==> src/rtl/paula_audio_mix_pkg.sv <==
// paula_audio_mix_pkg: FSM encoding, widths, saturation limits and helpers for the Paula mixer
package paula_audio_mix_pkg;
  localparam int SMP_W   = 8;
  localparam int VOL_W   = 7;
  localparam int PROD_W  = 15;
  localparam int SUM_W   = 16;
  localparam int OUT_W   = 9;
  localparam int OUT_MAX = 255;
  localparam int OUT_MIN = -256;

  typedef enum logic [2:0] {
    ST_IDLE,
    ST_CAP,
    ST_MUL0,
    ST_MUL1,
    ST_MUL2,
    ST_MUL3,
    ST_SUM,
    ST_OUT
  } state_t;

  function automatic logic [VOL_W-1:0] clamp_vol(input logic [VOL_W-1:0] v);
    return v[6] ? 7'd64 : {1'b0, v[5:0]};
  endfunction

  function automatic logic signed [OUT_W-1:0] sat_out(input logic signed [SUM_W-1:0] s);
    return (s > SUM_W'(OUT_MAX)) ? OUT_W'(OUT_MAX) :
           (s < SUM_W'(OUT_MIN)) ? OUT_W'(OUT_MIN) : s[OUT_W-1:0];
  endfunction
endpackage

==> src/rtl/paula_audio_mix_lpf.sv <==
// paula_audio_mix_lpf: one-pole LED low-pass, y += (x - y) >>> FILT_SHIFT, or pass-through when filt is low
module paula_audio_mix_lpf
  import paula_audio_mix_pkg::*;
#(
  parameter int FILT_SHIFT = 3
) (
  input  logic                    clk,
  input  logic                    reset_n,
  input  logic                    upd,
  input  logic                    filt,
  input  logic signed [OUT_W-1:0] x,
  output logic signed [OUT_W-1:0] y
);
  localparam int YW = OUT_W + FILT_SHIFT;

  logic signed [YW-1:0] y_q, y_d;
  logic signed [YW:0]   xs, diff;

  // fixed-point filter step on each new mix
  always_comb begin
    xs   = (YW+1)'(x) <<< FILT_SHIFT;
    diff = xs - (YW+1)'(y_q);
    y_d  = !upd ? y_q : filt ? YW'((YW+1)'(y_q) + (diff >>> FILT_SHIFT)) : YW'(xs);
  end

  // filter state register
  always_ff @(posedge clk or negedge reset_n) begin
    if (!reset_n) y_q <= '0;
    else          y_q <= y_d;
  end

  assign y = y_q[YW-1:FILT_SHIFT];
endmodule

==> src/rtl/paula_audio_mixer.sv <==
// paula_audio_mixer: Paula 4-channel stereo mixer on one shared multiplier; LED filter under PAULA_MIXER_LPF_EN
module paula_audio_mixer
  import paula_audio_mix_pkg::*;
#(
  parameter int GAIN_SHIFT = 6,
  parameter int FILT_SHIFT = 3
) (
  input  logic                    clk,
  input  logic                    reset_n,
  input  logic                    mix_start,
  input  logic [SMP_W-1:0]        aud0,
  input  logic [SMP_W-1:0]        aud1,
  input  logic [SMP_W-1:0]        aud2,
  input  logic [SMP_W-1:0]        aud3,
  input  logic [VOL_W-1:0]        vol0,
  input  logic [VOL_W-1:0]        vol1,
  input  logic [VOL_W-1:0]        vol2,
  input  logic [VOL_W-1:0]        vol3,
  input  logic                    led_filt,
  output logic signed [OUT_W-1:0] ldatasum,
  output logic signed [OUT_W-1:0] rdatasum,
  output logic                    mix_valid,
  output logic                    busy,
  output logic                    overrun
);
  state_t                   state_q, state_d;
  logic [SMP_W-1:0]         aud_q [4];
  logic [SMP_W-1:0]         aud_d [4];
  logic [VOL_W-1:0]         vol_q [4];
  logic [VOL_W-1:0]         vol_d [4];
  logic signed [PROD_W-1:0] prod_q [4];
  logic signed [PROD_W-1:0] prod_d [4];
  logic                     mix_valid_q, mix_valid_d;
  logic                     overrun_q, overrun_d;
  logic [1:0]               mul_idx;
  logic signed [PROD_W-1:0] prod;
  logic signed [SUM_W-1:0]  suml, sumr;
  logic signed [OUT_W-1:0]  xl, xr;
  logic                     upd;

  // sequencing, capture, shared multiply and scaled channel-pair sums
  always_comb begin
    state_d     = state_q;
    aud_d       = aud_q;
    vol_d       = vol_q;
    prod_d      = prod_q;
    mul_idx     = 2'(state_q - ST_MUL0);
    prod        = PROD_W'($signed(aud_q[mul_idx])) * PROD_W'($signed({1'b0, vol_q[mul_idx]}));
    suml        = SUM_W'(prod_q[0]) + SUM_W'(prod_q[3]);
    sumr        = SUM_W'(prod_q[1]) + SUM_W'(prod_q[2]);
    xl          = sat_out(suml >>> GAIN_SHIFT);
    xr          = sat_out(sumr >>> GAIN_SHIFT);
    upd         = state_q == ST_SUM;
    mix_valid_d = upd;
    overrun_d   = overrun_q | (mix_start & (state_q != ST_IDLE));
    if (state_q == ST_IDLE) state_d = mix_start ? ST_CAP : ST_IDLE;
    else                    state_d = (state_q == ST_OUT) ? ST_IDLE : state_t'(state_q + 3'd1);
    if (state_q == ST_CAP) begin
      aud_d = '{aud0, aud1, aud2, aud3};
      vol_d = '{clamp_vol(vol0), clamp_vol(vol1), clamp_vol(vol2), clamp_vol(vol3)};
    end
    if (state_q inside {ST_MUL0, ST_MUL1, ST_MUL2, ST_MUL3}) prod_d[mul_idx] = prod;
  end

  // FSM and datapath registers
  always_ff @(posedge clk or negedge reset_n) begin
    if (!reset_n) begin
      state_q     <= ST_IDLE;
      aud_q       <= '{default: '0};
      vol_q       <= '{default: '0};
      prod_q      <= '{default: '0};
      mix_valid_q <= 1'b0;
      overrun_q   <= 1'b0;
    end else begin
      state_q     <= state_d;
      aud_q       <= aud_d;
      vol_q       <= vol_d;
      prod_q      <= prod_d;
      mix_valid_q <= mix_valid_d;
      overrun_q   <= overrun_d;
    end
  end

  assign mix_valid = mix_valid_q;
  assign overrun   = overrun_q;
  assign busy      = state_q != ST_IDLE;

`ifdef PAULA_MIXER_LPF_EN
  paula_audio_mix_lpf #(.FILT_SHIFT(FILT_SHIFT)) u_lpf_l (
    .clk(clk), .reset_n(reset_n), .upd(upd), .filt(led_filt), .x(xl), .y(ldatasum)
  );
  paula_audio_mix_lpf #(.FILT_SHIFT(FILT_SHIFT)) u_lpf_r (
    .clk(clk), .reset_n(reset_n), .upd(upd), .filt(led_filt), .x(xr), .y(rdatasum)
  );
`else
  localparam int unused_filt_shift = FILT_SHIFT;
  logic unused_led_filt;
  logic signed [OUT_W-1:0] ldatasum_q, ldatasum_d, rdatasum_q, rdatasum_d;
  assign unused_led_filt = led_filt;

  // load the new mix, hold it otherwise
  always_comb begin
    ldatasum_d = upd ? xl : ldatasum_q;
    rdatasum_d = upd ? xr : rdatasum_q;
  end

  // output registers
  always_ff @(posedge clk or negedge reset_n) begin
    if (!reset_n) begin
      ldatasum_q <= '0;
      rdatasum_q <= '0;
    end else begin
      ldatasum_q <= ldatasum_d;
      rdatasum_q <= rdatasum_d;
    end
  end

  assign ldatasum = ldatasum_q;
  assign rdatasum = rdatasum_q;
`endif
endmodule
==> config.mk <==
export PLATFORM = sky130hd
export DESIGN_NAME = paula_audio_mixer
export DESIGN_NICKNAME = d
export VERILOG_FILES = /design/src/rtl/paula_audio_mix_pkg.sv /design/src/rtl/paula_audio_mix_lpf.sv /design/src/rtl/paula_audio_mixer.sv
export SDC_FILE = /design/constraint.sdc
export NUM_CORES = 1
export LEC_CHECK = 0
export ABC_AREA = 0
export CAP_MARGIN = 20
export CORE_UTILIZATION = 40
export DETAILED_ROUTE_END_ITERATION = 12
export PLACE_DENSITY_LB_ADDON = 0.05
export SLEW_MARGIN = 15
export SYNTH_ARGS = -nofsm -noshare
export SYNTH_HDL_FRONTEND = slang
export SYNTH_SLANG_ARGS = --single-unit
==> constraint.sdc <==
create_clock -name clk -period 15.56 [get_ports clk]
set_input_delay 3.112 -clock clk [delete_from_list [all_inputs] [get_ports clk]]
set_output_delay 3.112 -clock clk [all_outputs]
set_load 0.05 [all_outputs]
==> impl_metrics.json, run 1 <==
{
  "status": "finished, final reports clean",
  "crit_type": "reg -> out",
  "n_antenna_cell": 0,
  "gr-max-usage-layer": "met2",
  "tns_ns": 0,
  "yosys.cell_types.count": 61,
  "detail_route.wl_per_cell_um": 15.1,
  "cts.repair.resized": 0,
  "max_slew.worst_pin.slew_ns": 0.874,
  "grt_overflow": 0,
  "place_area_um2": 10300,
  "fillCellCount": 2160,
  "syn_nets": 1074,
  "synth-edff-count": 0,
  "ys_seq_area_frac": 0.388,
  "final_hold_viol_count": 0,
  "rsz0062_at_grt": "false",
  "grt_max_degree": 85,
  "end_kind": "output pin",
  "drv_cap": 0,
  "die_h_um": 154,
  "synthFlopType": "dfrtp_1",
  "first_global_vias": 6664,
  "hold_path.class": "reg -> reg",
  "cts_hold_buf": 0,
  "relSlewSlack": 0.418,
  "met3_usage": 0.0341,
  "worstPathArrival_ns": 2.78,
  "vias": 6359,
  "design_area_um2": 10900,
  "antenna_found_initial": 0,
  "drtIter0Drc": 224,
  "htreeDepth": 4,
  "area_growth_pct": 18.6,
  "drive_above_1_share": 0.120,
  "cts_buffer_depth": 2,
  "postCtsSetupBuffers": 0,
  "crit_path_start_kind": "flop",
  "grt_pass1_wl_um": 33500,
  "drc": 0,
  "via_per_inst": 4.98,
  "pin_count": 85,
  "fmaxAchievable_mhz": 170,
  "portBuffers": 83,
  "final_nets": 1152,
  "track_usage": 0.179,
  "synth_area_um2": 9220,
  "clock_skew_ns": 0.0166,
  "ys_seq_elements": 143,
  "postSynthCellCount": 902,
  "avgSynthCellArea_um2": 10.2,
  "slew_violations": 0,
  "cp_max_fo": 18,
  "design.core.area_um2": 22600,
  "setup_viol": 0,
  "clkTransAtPathRegs_ns": 0.06,
  "dieWidth_um": 154,
  "ant_nets": 0,
  "first_pass_iters": 5,
  "yosysWarnings": 0,
  "cts_tree": "built",
  "cts_buffers": 17,
  "clock_latency_ns": 0.43,
  "start_util": 0.407,
  "crit_required_ns": 12.45,
  "finalCritPeriodShare": 0.379,
  "row_count": 55,
  "cts-root-buf": "clkbuf_16",
  "fp.dieArea_um2": 23600,
  "clkSinkCount": 143,
  "wirelength_um": 19300,
  "finalCriticalPeriod_ns": 5.89,
  "use_met2": 0.301,
  "async_flop_share": 1.00,
  "grt_util_met1": 0.237,
  "gp_congestion": 0.782,
  "dp_hpwl_um": 14600
}
-- cells in the mapped netlist (all sizes together) (2+ instances only) --
library cell / number / area share
a2111oi: 2 / 0.0046
a211o: 6 / 0.0058
a211oi: 2 / 0.0022
a21boi: 2 / 0.0016
a21o: 9 / 0.0073
a21oi: 34 / 0.021
a221oi: 2 / 0.0026
a311oi: 4 / 0.0038
a31o: 4 / 0.0038
a31oi: 4 / 0.0027
and2: 37 / 0.025
and3: 3 / 0.0020
and4: 2 / 0.0019
buf: 6 / 0.0041
clkbuf: 25 / 0.010
dfrtp: 143 / 0.39
fa: 44 / 0.096
ha: 64 / 0.087
inv: 95 / 0.039
mux2: 42 / 0.051
mux4: 15 / 0.037
nand2: 134 / 0.055
nand2b: 30 / 0.020
nand3: 7 / 0.0038
nor2: 18 / 0.0076
nor2b: 5 / 0.0034
nor3: 5 / 0.0027
o211ai: 3 / 0.0024
o21a: 8 / 0.0065
o21ai: 90 / 0.049
o311ai: 4 / 0.0038
o31a: 2 / 0.0019
o31ai: 10 / 0.0098
or3: 4 / 0.0027
xnor2: 16 / 0.015
xor2: 11 / 0.010
-- per-stage QoR --
step / util / cells / hold slack, ns / worst slack, ns
global placement: 0.456 / 1246 / 0.444 / 9.63
floorplan: - / 902 / 0.445 / 9.91
global route: 0.483 / 1278 / 0.484 / 9.31
finish: 0.483 / 1278 / 0.459 / 9.67
detailed placement: 0.456 / 1246 / 0.443 / 9.60
CTS: 0.483 / 1278 / 0.462 / 9.59
-- layout make-up --
cell class                 count  area [um^2]  area share
sequential                   143         3580       0.327
clock inverter                13          151      0.0139
tap                          285          357      0.0326
multi-input combinational    633         5160       0.472
clock buffer                  19          443      0.0405
inverter                      95          357      0.0326
timing repair buffer          90          885      0.0809
-- kinds of logic (layout without fill, tap and decap cells) --
logic type,Yosys count,count (layout),synth area share
fa+ha+maj,108,108,0.182
xor+xnor,27,27,0.0257
flops,143,143,0.388
mux,57,57,0.0880
buf+inv,126,217,0.0530
compound gates,192,192,0.135
simple gates,249,249,0.127
-- worst max-delay path, stage by stage, from the launching register on --
cell             delay, ns
dfrtp_1               0.91
inv_1                 0.15
ha_1                  0.31
nand2_1               0.15
clkdlybuf4s50_1       0.82
-- state kept, by name, indices dropped and copies added (netlist names) --
name       cells
rdatasum       9
aud_q         32
mix_valid      1
vol_q         28
ldatasum       9
state_q        3
prod_q        60
overrun        1
-- final timing paths --
check                            from          end  slack [ns]  depth (start not counted)
setup / recovery           state_q[1]         busy        9.67                          4
hold / removal                overrun      overrun        0.46                          1
min in group asynchronous     reset_n  ldatasum[1]        2.68                          1
hold reg to reg               overrun      overrun        0.46                          1
max in group asynchronous     reset_n   prod_q[30]       11.55                          2
setup reg to reg           state_q[1]   prod_q[59]        9.69                         17
-- cell usage in the layout (no fill, tap or decap), types with 18 or more instances in the layout --
master	count
clkdlybuf4s50_1	82
and2_1	36
mux2_2	42
o21ai_1	18
ha_1	64
inv_1	95
dfrtp_1	143
nand2b_1	30
o21ai_0	70
nand2_1	133
fa_1	44
a21oi_1	29
-- metal layers --
layer  wire length (um)  vias up  part of all wire
met1               9200     3028              0.48
met5                  0        -                 0
li1                   -     3199                 -
met2               9390      117              0.49
met4                169        0            0.0087
met3                586       15             0.030
Power of run 1 is not shown: default switching activity piles up to over one toggle a cycle in this logic, so the estimate is an artifact.
==> inputs of run 2 (changes only) <==
==> constraint.sdc (replaced) <==
create_clock -name clk -period 5.6 [get_ports clk]
set_input_delay 1.12 -clock clk [delete_from_list [all_inputs] [get_ports clk]]
set_output_delay 1.12 -clock clk [all_outputs]
set_load 0.05 [all_outputs]
==> run 2 against run 1 <==
Critical path depth is 14 higher. Core utilization increased by 1.8 points. Hold slack got worse by 0.0052 ns. Register-to-register slack got worse by 9.4 ns. Flip-flop and latch count unchanged. Wire length increased by 2.7%. Critical path type is now reg -> reg.
==> impl_metrics.json, run 2 (same netlist as run 1, synthesis figures left out) <==
{
  "clock_latency_ns": 0.43,
  "final_core_util": 0.501,
  "dp_hpwl_um": 15200,
  "cts_buffers": 17,
  "grt_overflow": 0,
  "end_kind": "flop",
  "crit_path_start_kind": "flop",
  "finalCriticalPeriod_ns": 5.36,
  "slew_violations": 0,
  "top_regs": "prod_q (60), aud_q (32), vol_q (28)",
  "final_nets": 1184,
  "tns_ns": 0,
  "crit_chain": "buf_12, mux4_2, and2_4, fa_2, inv_2, fa_1, inv_1, fa_1, inv_1, fa_1, inv_1, ha_1, buf_4, a21oi_2, o21ai_2, o41ai_4, xnor2_2, o21ai_1",
  "area_growth_pct": 23.0,
  "cp_max_fo": 6,
  "start_util": 0.407,
  "drv_cap": 0,
  "via_per_inst": 4.92,
  "cts_tree": "built",
  "status": "finished, final reports clean",
  "seq_area_um2": 3580,
  "clkTransAtPathRegs_ns": 0.07,
  "first_global_vias": 6673,
  "grt_pass1_wl_um": 33600,
  "fillCellCount": 2114,
  "drtIter0Drc": 218,
  "cp_slowest_cell": "mux4_2",
  "row_count": 55,
  "crit_required_ns": 5.86,
  "htreeDepth": 4,
  "multiInputGateArea_um2": 5250,
  "final_hold_viol_count": 0,
  "hold_path.class": "reg -> reg",
  "die_h_um": 154,
  "setup_viol": 0,
  "dieWidth_um": 154,
  "design.core.area_um2": 22600,
  "max_stage_delay_ns": 0.60,
  "portBuffers": 83,
  "vias": 6446,
  "clock_skew_ns": 0.0164,
  "regMostFlops": "prod_q",
  "largest_register_ffs": 60,
  "fmaxAchievable_mhz": 187,
  "rsz0062_at_grt": "false",
  "worstPathArrival_ns": 5.62,
  "fp.dieArea_um2": 23600,
  "antenna_found_initial": 0,
  "max_slew.worst_pin.slew_ns": 1.01,
  "first_pass_iters": 4,
  "mostFrequentLayoutCell": "dfrtp_1",
  "detail_route.wl_per_cell_um": 15.2,
  "finalCritPeriodShare": 0.957,
  "cts_hold_buf": 0,
  "ant_nets": 0,
  "cts_buffer_depth": 2,
  "drive_above_1_share": 0.164,
  "final_cell_mix": "142 x dfrtp_1, 132 x nand2_1, 94 x inv_1, 82 x clkdlybuf4s50_1, 70 x o21ai_0",
  "track_usage": 0.180,
  "pin_count": 85,
  "drc": 0,
  "relSlewSlack": 0.324,
  "wirelength_um": 19900,
  "crit_type": "reg -> reg",
  "hold_ws_ns": 0.454,
  "grt_max_degree": 64,
  "cts-root-buf": "clkbuf_16",
  "gp_congestion": 0.781,
  "n_antenna_cell": 0,
  "clkSinkCount": 143
}
==> run 2: cell count changes in the layout (fill, tap and decap cells not counted), sizes merged <==
cell and change:
buf +31, clkinvlp -4, inv +3, clkinv +2
bufinv +1, clkbuf -1
==> run 2: critical path: cells and delay by family, from the launching register on <==
family | cells | cell delay (ns)
buffers and inverters | 6 | 0.53
adders and majority gates | 5 | 2.45
DFF | 1 | 0.49
and+or+nand+nor | 1 | 0.21
muxes | 1 | 0.60
xor gates and xnor gates | 1 | 0.21
AOI/OAI and AO/OA | 4 | 0.69
==> run 2: what timing repair did <==
item / in CTS / in global routing
buffers inserted: 0 / 8
endpoints found under the setup margin: 0 / 12
resized for setup: 0 / 19
==> run 2: worst paths after layout <==
kind	startpoint	end	slack, ns	cells past startpoint
worst max-delay path	state_q[0]	prod_q[14]	0.24	18
worst min-delay path	overrun	overrun	0.45	1
worst max register to register	state_q[0]	prod_q[14]	0.24	18
worst min register to register	overrun	overrun	0.45	1
max in group asynchronous	reset_n	aud_q[18]	3.94	2
min in group asynchronous	reset_n	ldatasum[1]	0.55	1
==> run 2: through the flow <==
step | instance area, um^2 | std cells | setup WS, ns
after CTS | 11200 | 1301 | 0.0182
after floorplan | 9220 | 902 | 0.149
after global routing | 11300 | 1310 | 0.0484
final | 11300 | 1310 | 0.243
after detailed placement | 10500 | 1269 | 0.0542
after global placement | 10500 | 1269 | 0.0575
==> run 2: layer usage <==
layer | up-vias | wire length (um) | global-route usage
met4 | 0 | 311 | 0.0648
met2 | 98 | 9780 | 0.305
met1 | 3051 | 9290 | 0.234
met3 | 19 | 467 | 0.0276
li1 | 3278 | - | -
met5 | - | 0 | 0
==> run 2: area by class of cell <==
class                   instances  share of cell area
multi-input cells             633               0.463
flip-flops and latches        143               0.316
repair buffers                122               0.103
clock buffers                  17              0.0375
inverters                      95              0.0314
well taps                     285              0.0314
clock inverters                15              0.0175
Power of run 2 is left out for the same reason.
==> inputs of run 3 (changes only) <==
--- a/config.mk
+++ b/config.mk
@@ -10,7 +10,9 @@
 export CORE_UTILIZATION = 40
 export DETAILED_ROUTE_END_ITERATION = 12
 export PLACE_DENSITY_LB_ADDON = 0.05
+export SKIP_CTS_REPAIR_TIMING = 1
 export SLEW_MARGIN = 15
 export SYNTH_ARGS = -nofsm -noshare
 export SYNTH_HDL_FRONTEND = slang
+export SYNTH_HIERARCHICAL = 1
 export SYNTH_SLANG_ARGS = --single-unit
==> results of run 3 <==
Same layout as run 2: the final DEF is identical, and so are final timing and power.
Among the figures that moved: Yosys warning count 0 -> 6
Power of run 3 is left out for the same reason.
